<file path="src/rtl/cache_line_wb.sv">
// ---------------------------------------------------------------------------
// cache_line_wb
//
// One write-back cache line for the hybrid cache: a tag, 2^WORDSBITS data
// words, NRD read ports, one byte-enabled write port and a memory master port
// used for writeback (FLUSH) and refill (FILL). The controller issues
// ctl_fill/ctl_flush pulses and ages lines using line_ttl_o.
//
// Ports
//   clk, reset_n          clock, asynchronous active-low reset
//   rd_addr_i/rd_req_i    NRD packed read addresses / requests
//   rd_data_o/rd_valid_o  registered read data, valid the cycle after a hit
//   rd_miss_o             rd_req & !hit (combinational)
//   wr_addr_i/wr_data_i/wr_be_i/wr_req_i  byte-enabled write
//   wr_ack_o              write hit committed at this edge (combinational)
//   ctl_flush_i/ctl_fill_i/ctl_region_i   commands (sampled in CACHE only)
//   line_ready_o/line_valid_o/line_dirty_o/line_region_o/line_ttl_o  status
//   ttl_tick_i            aging strobe
//   mem_*                 memory master port
//   dbg_state_o           current FSM state
//
// Memory handshake: a request (mem_wrreq_o or mem_rdreq_o) is held with
// mem_addr_o/mem_wdata_o stable until the cycle where mem_pause_i is low;
// that edge is the acceptance. Read returns come back in request order, one
// word per mem_rvalid_i, with any latency.
// ---------------------------------------------------------------------------
module cache_line_wb #(
  parameter int ADDRBITS  = 32,
  parameter int DATABITS  = 32,
  parameter int WORDSBITS = 5,
  parameter int NRD       = 2,
  parameter int TTLBITS   = 8
) (
  input  logic                                              clk,
  input  logic                                              reset_n,
  input  logic [NRD*ADDRBITS-1:0]                           rd_addr_i,
  input  logic [NRD-1:0]                                    rd_req_i,
  output logic [NRD*DATABITS-1:0]                           rd_data_o,
  output logic [NRD-1:0]                                    rd_valid_o,
  output logic [NRD-1:0]                                    rd_miss_o,
  input  logic [ADDRBITS-1:0]                               wr_addr_i,
  input  logic [DATABITS-1:0]                               wr_data_i,
  input  logic [DATABITS/8-1:0]                             wr_be_i,
  input  logic                                              wr_req_i,
  output logic                                              wr_ack_o,
  input  logic                                              ctl_flush_i,
  input  logic                                              ctl_fill_i,
  input  logic [ADDRBITS-WORDSBITS-$clog2(DATABITS/8)-1:0]  ctl_region_i,
  output logic                                              line_ready_o,
  output logic                                              line_valid_o,
  output logic                                              line_dirty_o,
  output logic [ADDRBITS-WORDSBITS-$clog2(DATABITS/8)-1:0]  line_region_o,
  output logic [TTLBITS-1:0]                                line_ttl_o,
  input  logic                                              ttl_tick_i,
  output logic [ADDRBITS-1:0]                               mem_addr_o,
  output logic [DATABITS-1:0]                               mem_wdata_o,
  output logic                                              mem_wrreq_o,
  output logic                                              mem_rdreq_o,
  input  logic                                              mem_pause_i,
  input  logic [DATABITS-1:0]                               mem_rdata_i,
  input  logic                                              mem_rvalid_i,
  output logic [1:0]                                        dbg_state_o
);

  localparam int BYTES   = DATABITS / 8;
  localparam int BOFF    = $clog2(BYTES);
  localparam int LSB     = WORDSBITS + BOFF;
  localparam int TAGBITS = ADDRBITS - LSB;
  localparam int NWORDS  = 1 << WORDSBITS;

  localparam logic [WORDSBITS-1:0] LAST_IDX = '1;
  localparam logic [TTLBITS-1:0]   MAXTTL   = '1;

  typedef enum logic [1:0] {
    S_CACHE = 2'd0,
    S_FLUSH = 2'd1,
    S_FILL  = 2'd2
  } state_t;

  // -------------------------------------------------------------------------
  // State
  // -------------------------------------------------------------------------
  state_t                             state_q;
  logic                               line_valid_q;
  logic                               line_dirty_q;
  logic [TAGBITS-1:0]                 line_region_q;
  logic [TTLBITS-1:0]                 line_ttl_q;
  logic                               fill_after_q;   // flush is followed by a fill
  logic [TAGBITS-1:0]                 pend_region_q;  // tag to fill after the flush
  logic [WORDSBITS-1:0]               wb_idx_q;       // flush word index
  logic [WORDSBITS-1:0]               rq_idx_q;       // fill request index
  logic [WORDSBITS-1:0]               rt_idx_q;       // fill return index
  logic                               mem_wrreq_q;
  logic                               mem_rdreq_q;
  logic [ADDRBITS-1:0]                mem_addr_q;
  logic [DATABITS-1:0]                mem_wdata_q;
  logic [NRD-1:0][DATABITS-1:0]       rd_data_q;
  logic [NRD-1:0]                     rd_valid_q;

  logic [DATABITS-1:0]                mem_q [NWORDS];

  // -------------------------------------------------------------------------
  // Hit detection and write merge
  // -------------------------------------------------------------------------
  logic                               in_cache;
  logic [NRD-1:0]                     rd_hit;
  logic [WORDSBITS-1:0]               rd_idx [NRD];
  logic [WORDSBITS-1:0]               wr_idx;
  logic                               wr_hit;
  logic                               wr_dirty;
  logic                               dirty_eff;
  logic [DATABITS-1:0]                wr_merged;
  logic [DATABITS-1:0]                flush_w0;
  logic                               any_hit;
  logic [WORDSBITS-1:0]               wb_idx_nx;
  logic [WORDSBITS-1:0]               rq_idx_nx;
  logic [WORDSBITS-1:0]               rt_idx_nx;
  logic [TTLBITS-1:0]                 ttl_d;
  logic                               unused_addr_bits;

  assign in_cache = (state_q == S_CACHE);

  always_comb begin
    rd_hit = '0;
    for (int i = 0; i < NRD; i++) begin
      rd_idx[i] = rd_addr_i[i*ADDRBITS+BOFF +: WORDSBITS];
      rd_hit[i] = in_cache & line_valid_q & rd_req_i[i] &
                  (rd_addr_i[i*ADDRBITS+LSB +: TAGBITS] == line_region_q);
    end
  end

  assign wr_idx = wr_addr_i[BOFF +: WORDSBITS];
  assign wr_hit = in_cache & line_valid_q & wr_req_i &
                  (wr_addr_i[LSB +: TAGBITS] == line_region_q);
  // An all-zero byte enable is still acknowledged but changes nothing.
  assign wr_dirty  = wr_hit & (|wr_be_i);
  // A write committed in the command cycle counts toward the flush decision.
  assign dirty_eff = line_dirty_q | wr_dirty;
  assign any_hit   = (|rd_hit) | wr_hit;

  always_comb begin
    wr_merged = mem_q[wr_idx];
    for (int b = 0; b < BYTES; b++) begin
      if (wr_be_i[b]) wr_merged[b*8 +: 8] = wr_data_i[b*8 +: 8];
    end
  end

  // The first flush word is launched at the command edge, so it must see a
  // write landing on word 0 at that same edge.
  assign flush_w0 = (wr_hit && wr_idx == '0) ? wr_merged : mem_q[0];

  assign wb_idx_nx = wb_idx_q + WORDSBITS'(1);
  assign rq_idx_nx = rq_idx_q + WORDSBITS'(1);
  assign rt_idx_nx = rt_idx_q + WORDSBITS'(1);

  always_comb begin
    ttl_d = line_ttl_q;
    if (any_hit) begin
      ttl_d = MAXTTL;
    end else if (ttl_tick_i && line_ttl_q != '0) begin
      ttl_d = line_ttl_q - TTLBITS'(1);
    end
  end

  // Byte-offset address bits never select anything inside a word.
  assign unused_addr_bits = ^{rd_addr_i, wr_addr_i};

  function automatic logic [ADDRBITS-1:0] word_addr(input logic [TAGBITS-1:0]   tag,
                                                     input logic [WORDSBITS-1:0] idx);
    logic [ADDRBITS-1:0] a;
    a = '0;
    a[ADDRBITS-1:LSB] = tag;
    a[LSB-1:BOFF]     = idx;
    return a;
  endfunction

  // -------------------------------------------------------------------------
  // Data array: written only by write hits (CACHE) or fill returns (FILL),
  // which are mutually exclusive. Not reset: contents are meaningless until
  // a fill completes.
  // -------------------------------------------------------------------------
  always_ff @(posedge clk) begin
    if (wr_hit) begin
      mem_q[wr_idx] <= wr_merged;
    end else if (state_q == S_FILL && mem_rvalid_i) begin
      mem_q[rt_idx_q] <= mem_rdata_i;
    end
  end

  // -------------------------------------------------------------------------
  // Read ports: registered, read-before-write against the array
  // -------------------------------------------------------------------------
  always_ff @(posedge clk or negedge reset_n) begin
    if (!reset_n) begin
      rd_data_q  <= '0;
      rd_valid_q <= '0;
    end else begin
      rd_valid_q <= rd_hit;
      for (int i = 0; i < NRD; i++) begin
        if (rd_hit[i]) rd_data_q[i] <= mem_q[rd_idx[i]];
      end
    end
  end

  // -------------------------------------------------------------------------
  // Line FSM with registered memory-port outputs
  // -------------------------------------------------------------------------
  always_ff @(posedge clk or negedge reset_n) begin
    if (!reset_n) begin
      state_q       <= S_CACHE;
      line_valid_q  <= 1'b0;
      line_dirty_q  <= 1'b0;
      line_region_q <= '0;
      line_ttl_q    <= MAXTTL;
      fill_after_q  <= 1'b0;
      pend_region_q <= '0;
      wb_idx_q      <= '0;
      rq_idx_q      <= '0;
      rt_idx_q      <= '0;
      mem_wrreq_q   <= 1'b0;
      mem_rdreq_q   <= 1'b0;
      mem_addr_q    <= '0;
      mem_wdata_q   <= '0;
    end else begin
      case (state_q)
        S_CACHE: begin
          line_ttl_q <= ttl_d;
          if (wr_dirty) line_dirty_q <= 1'b1;

          if (ctl_fill_i && ctl_flush_i && line_valid_q && dirty_eff) begin
            // Write back first, then refill with the latched tag.
            pend_region_q <= ctl_region_i;
            fill_after_q  <= 1'b1;
            state_q       <= S_FLUSH;
            wb_idx_q      <= '0;
            mem_wrreq_q   <= 1'b1;
            mem_addr_q    <= word_addr(line_region_q, '0);
            mem_wdata_q   <= flush_w0;
          end else if (ctl_fill_i) begin
            // Contents discarded without writeback.
            pend_region_q <= ctl_region_i;
            state_q       <= S_FILL;
            line_region_q <= ctl_region_i;
            line_valid_q  <= 1'b0;
            rq_idx_q      <= '0;
            rt_idx_q      <= '0;
            mem_rdreq_q   <= 1'b1;
            mem_addr_q    <= word_addr(ctl_region_i, '0);
          end else if (ctl_flush_i) begin
            if (line_valid_q && dirty_eff) begin
              fill_after_q <= 1'b0;
              state_q      <= S_FLUSH;
              wb_idx_q     <= '0;
              mem_wrreq_q  <= 1'b1;
              mem_addr_q   <= word_addr(line_region_q, '0);
              mem_wdata_q  <= flush_w0;
            end else begin
              // Nothing to write back: just drop the line.
              line_valid_q <= 1'b0;
            end
          end
        end

        S_FLUSH: begin
          if (!mem_pause_i) begin
            if (wb_idx_q == LAST_IDX) begin
              mem_wrreq_q  <= 1'b0;
              line_dirty_q <= 1'b0;
              if (fill_after_q) begin
                state_q       <= S_FILL;
                line_region_q <= pend_region_q;
                line_valid_q  <= 1'b0;
                rq_idx_q      <= '0;
                rt_idx_q      <= '0;
                mem_rdreq_q   <= 1'b1;
                mem_addr_q    <= word_addr(pend_region_q, '0);
              end else begin
                state_q      <= S_CACHE;
                line_valid_q <= 1'b0;
              end
            end else begin
              // The array is frozen during FLUSH, so the next word can be
              // fetched straight from it.
              wb_idx_q    <= wb_idx_nx;
              mem_addr_q  <= word_addr(line_region_q, wb_idx_nx);
              mem_wdata_q <= mem_q[wb_idx_nx];
            end
          end
        end

        S_FILL: begin
          if (mem_rdreq_q && !mem_pause_i) begin
            if (rq_idx_q == LAST_IDX) begin
              mem_rdreq_q <= 1'b0;
            end else begin
              rq_idx_q   <= rq_idx_nx;
              mem_addr_q <= word_addr(line_region_q, rq_idx_nx);
            end
          end
          if (mem_rvalid_i) begin
            if (rt_idx_q == LAST_IDX) begin
              state_q      <= S_CACHE;
              line_valid_q <= 1'b1;
              line_dirty_q <= 1'b0;
              line_ttl_q   <= MAXTTL;
              mem_rdreq_q  <= 1'b0;
            end else begin
              rt_idx_q <= rt_idx_nx;
            end
          end
        end

        default: begin
          state_q     <= S_CACHE;
          mem_wrreq_q <= 1'b0;
          mem_rdreq_q <= 1'b0;
        end
      endcase
    end
  end

  // -------------------------------------------------------------------------
  // Outputs
  // -------------------------------------------------------------------------
  assign rd_data_o     = rd_data_q;
  assign rd_valid_o    = rd_valid_q;
  assign rd_miss_o     = rd_req_i & ~rd_hit;
  assign wr_ack_o      = wr_hit;
  assign line_ready_o  = in_cache;
  assign line_valid_o  = line_valid_q;
  assign line_dirty_o  = line_dirty_q;
  assign line_region_o = line_region_q;
  assign line_ttl_o    = line_ttl_q;
  assign mem_addr_o    = mem_addr_q;
  assign mem_wdata_o   = mem_wdata_q;
  assign mem_wrreq_o   = mem_wrreq_q;
  assign mem_rdreq_o   = mem_rdreq_q;
  assign dbg_state_o   = state_q;

endmodule

</file>
<file path="config.mk">
export PLATFORM = sky130hd
export DESIGN_NAME = cache_line_wb
export DESIGN_NICKNAME = d
export VERILOG_FILES = /design/src/rtl/cache_line_wb.sv
export SDC_FILE = /design/constraint.sdc
export NUM_CORES = 2
export LEC_CHECK = 0
export CELL_PAD_IN_SITES_DETAIL_PLACEMENT = 1
export CELL_PAD_IN_SITES_GLOBAL_PLACEMENT = 1
export CORE_MARGIN = 1.5
export CORE_UTILIZATION = 57
export CTS_CLUSTER_SIZE = 40
export DETAILED_ROUTE_END_ITERATION = 12
export MAX_ROUTING_LAYER = met4
export PLACE_DENSITY = 0.85
export REMOVE_ABC_BUFFERS = 1
export SYNTH_ARGS = -nofsm -noshare
export SYNTH_HDL_FRONTEND = slang
export SYNTH_SLANG_ARGS = --single-unit
</file>
<file path="constraint.sdc">
create_clock -name clk -period 8.3 [get_ports clk]
set_input_delay 1.66 -clock clk [delete_from_list [all_inputs] [get_ports clk]]
set_output_delay 1.66 -clock clk [all_outputs]
set_load 0.03 [all_outputs]
</file>
==> flow_summary.ini <==
[sta]
drv_slew = 0
post-route-min-period_ns = 6.88
fin_crit_sh_pct = 82.8
relSlewSlack_pct = 4.87
worst_slew_pin_slew_ns = 1.42
skew_ns = 0.0454
hold_violations = 0
setup_violations = 0
rsz0062_at_grt = no
max_freq_mhz = 145

[layout]
layout-area-overhead-vs-synth_pct = 13.9
fin_util_pct = 65.4
layout_commonest_cell = mux4_2
final_cells = 6630
drive_gt1_share_pct = 32.9
nets = 4954
mostFrequentLayoutCells = mux4_2 (1088), edfxtp_1 (1024), mux2i_1 (374)

[run_status]
run_status = completed

[yosys]
ys_types = 71
ys_ff_latch = 1232
ys_seq_area_share_pct = 48.4
synth_warnings = 0
synthTopCellsByArea = edfxtp_1 (41%), mux4_2 (33%), dfrtp_1 (6.7%), mux2i_1 (5.0%), clkbuf_1 (1.2%)
synth_edf_count = 1024
synth_area_per_cell_um2 = 16.4
synth_top_area_cell = edfxtp_1
syn-cell-area_um2 = 74400
yosys_most_used_dff = edfxtp_1
async_flop_share_pct = 16.9
postSynthCellCount = 4537
synth_top_area_share_pct = 41.3

[grt]
grt_max_degree = 133
grt_pass1_wl_um = 437000
grt_usage_pct = 48.5
overflow = 0
antenna_found_initial = 20
grt_pass1_vias = 58300

[power]
p_leak_nw = 27.4
power_density_nw_per_um2 = 255
ir_drop_v = 0.000257
power_w = 0.0216

[flow_run]
maxCapViolCount = 0

[worst_hold_path]
hold_path.class = register to register

[route]
wl_per_cell_um = 46.5
vias_per_cell = 8.55
final_antenna_net_count = 0
vias = 56700
drc = 0
dr.pass1.iters = 8
drt_iter0_drc = 10600
routed_wl_um = 308000

[cts]
cts_made_buffers = 137
cts.sinks = 1232
holdBufCountCts = 0
cts_tree = yes
post_cts_buffers = 0
cts_resized = 0
cts-root-buf = clkbuf_16
clk_path_buf_depth = 3
htree_levels = 4
path_clk_slew_ns = 0.05
clk_latency_ns = 0.83

[floorplanning]
io_pins = 372
fp-row-count = 132
design.core.area_um2 = 129000
fp.dieW_um = 364
start_util_pct = 57.4
die_area_um2 = 133000
die_h_um = 364

[placement]
place_inst = 6345
hpwl_um = 173000
port_buffers = 363
gp_congestion = 0.922

[critical_path]
required_ns = 6.64
critical_path.max_fanout = 2
critPathCaptureType = output pin
cp.arrival_ns = 5.22
critical_path_class = input port to output pin
cp-start-kind = input port
synth_stat cells, types with 4 or more instances:
cell type / number
mux4_2: 1088
edfxtp_1: 1024
mux2i_1: 374
clkbuf_1: 230
nand2_1: 224
dfrtp_1: 200
a21oi_1: 170
nor2_1: 157
nor3_1: 139
buf_2: 132
o21ai_0: 95
buf_1: 79
o221ai_1: 56
xnor2_1: 54
mux2_2: 46
o211ai_1: 40
inv_1: 37
or4_1: 36
o21a_1: 32
o31ai_1: 28
xor2_1: 25
nand3_1: 24
a221o_1: 23
a221oi_1: 21
nand2b_1: 19
a211oi_1: 13
a31oi_1: 13
ha_1: 12
nand4_1: 12
nor4_1: 11
o21ai_1: 11
buf_4: 10
nor2b_1: 10
o22ai_1: 10
dfstp_2: 8
buf_6: 7
or3_1: 6
a32oi_1: 4
and2_1: 4
and3_1: 4
worst max-delay path, stage by stage:
cell and delay [ns]:
clkdlybuf4s50_1 0.42, xnor2_1 0.58, nand4_1 0.60, or4_1 0.72, nor4b_4 0.52, nor2b_1 0.09
clkdlybuf4s50_1 0.61
worst paths after layout:
| check | cells past startpoint | slack [ns] | start | endpoint |
|---|---|---|---|---|
| min | 2 | 0.48 | mem_addr_o[31] | mem_addr_o[31] |
| min in group asynchronous | 1 | 0.86 | reset_n | line_region_o[18] |
| max | 7 | 1.42 | rd_addr_i[48] | rd_miss_o[1] |
| min reg2reg | 2 | 0.48 | mem_addr_o[31] | mem_addr_o[31] |
| max reg2reg | 11 | 2.45 | dbg_state_o[0] | line_ttl_o[4] |
| max in group asynchronous | 2 | 5.89 | reset_n | rd_data_o[10] |
through the flow:
step | hold slack [ns] | setup slack, ns | instance area (µm²) | setup TNS (ns)
after global routing | 0.504 | 1.49 | 84700 | 0
after global placement | 0.460 | 1.92 | 80100 | 0
after detailed placement | 0.467 | 1.90 | 80100 | 0
after CTS | 0.479 | 1.89 | 84600 | 0
after floorplan | 0.456 | -12.25 | 72400 | -722.23
final | 0.478 | 1.42 | 84700 | 0
kinds of logic (layout without fill, tap and decap cells):
kind of cell             count (synthesis)  count (layout)  synth area share (%)
adder cells (fa/ha/maj)                 12              12                 0.202
buffers and inverters                  496             816                  2.85
flip-flops                            1232            1232                  48.4
other                                    1              32               0.00504
AND/OR/NAND/NOR                        669             669                  4.23
AO/OA/AOI/OAI                          538             538                  4.73
XOR/XNOR                                79              79                 0.930
multiplexers                          1510            1510                  38.7
per-layer routing:
metal	wire length [µm]	track usage [%]	vias to the layer above
met5	0	-	-
met4	27800	34.9	0
met3	52200	19.9	1892
met2	137000	68.8	6584
met1	91300	55.7	28400
li1	-	-	19800
sequential cells by signal (all words and copies together), names as in the netlist:
register       count
fill_after_q       1
rd_valid_o         2
mem_q           1024
mem_wdata_o       32
line_valid_o       1
line_region_o     25
rd_data_o         64
mem_rdreq_o        1
line_ttl_o         8
mem_addr_o        30
rt_idx_q           5
rq_idx_q           5
dbg_state_o        2
line_dirty_o       1
mem_wrreq_o        1
pend_region_q     25
wb_idx_q           5
final cells by class:
class                   instances  area (µm²)
multi-input cells            2810       36700
clock inverters                60         663
clock buffers                 194        3890
inverters                      38         143
flip-flops and latches       1232       36000
well taps                    1742        2180
diodes                         30        75.1
fillers                     11200       44800
repair buffers                524        5070
report_power, final:
part	switching [W]	internal [W]
Combinational	0.00424	0.00283
Sequential	0.000552	0.00761
Clock	0.00278	0.00359
Note: power is estimated with default switching activity, not from simulation.
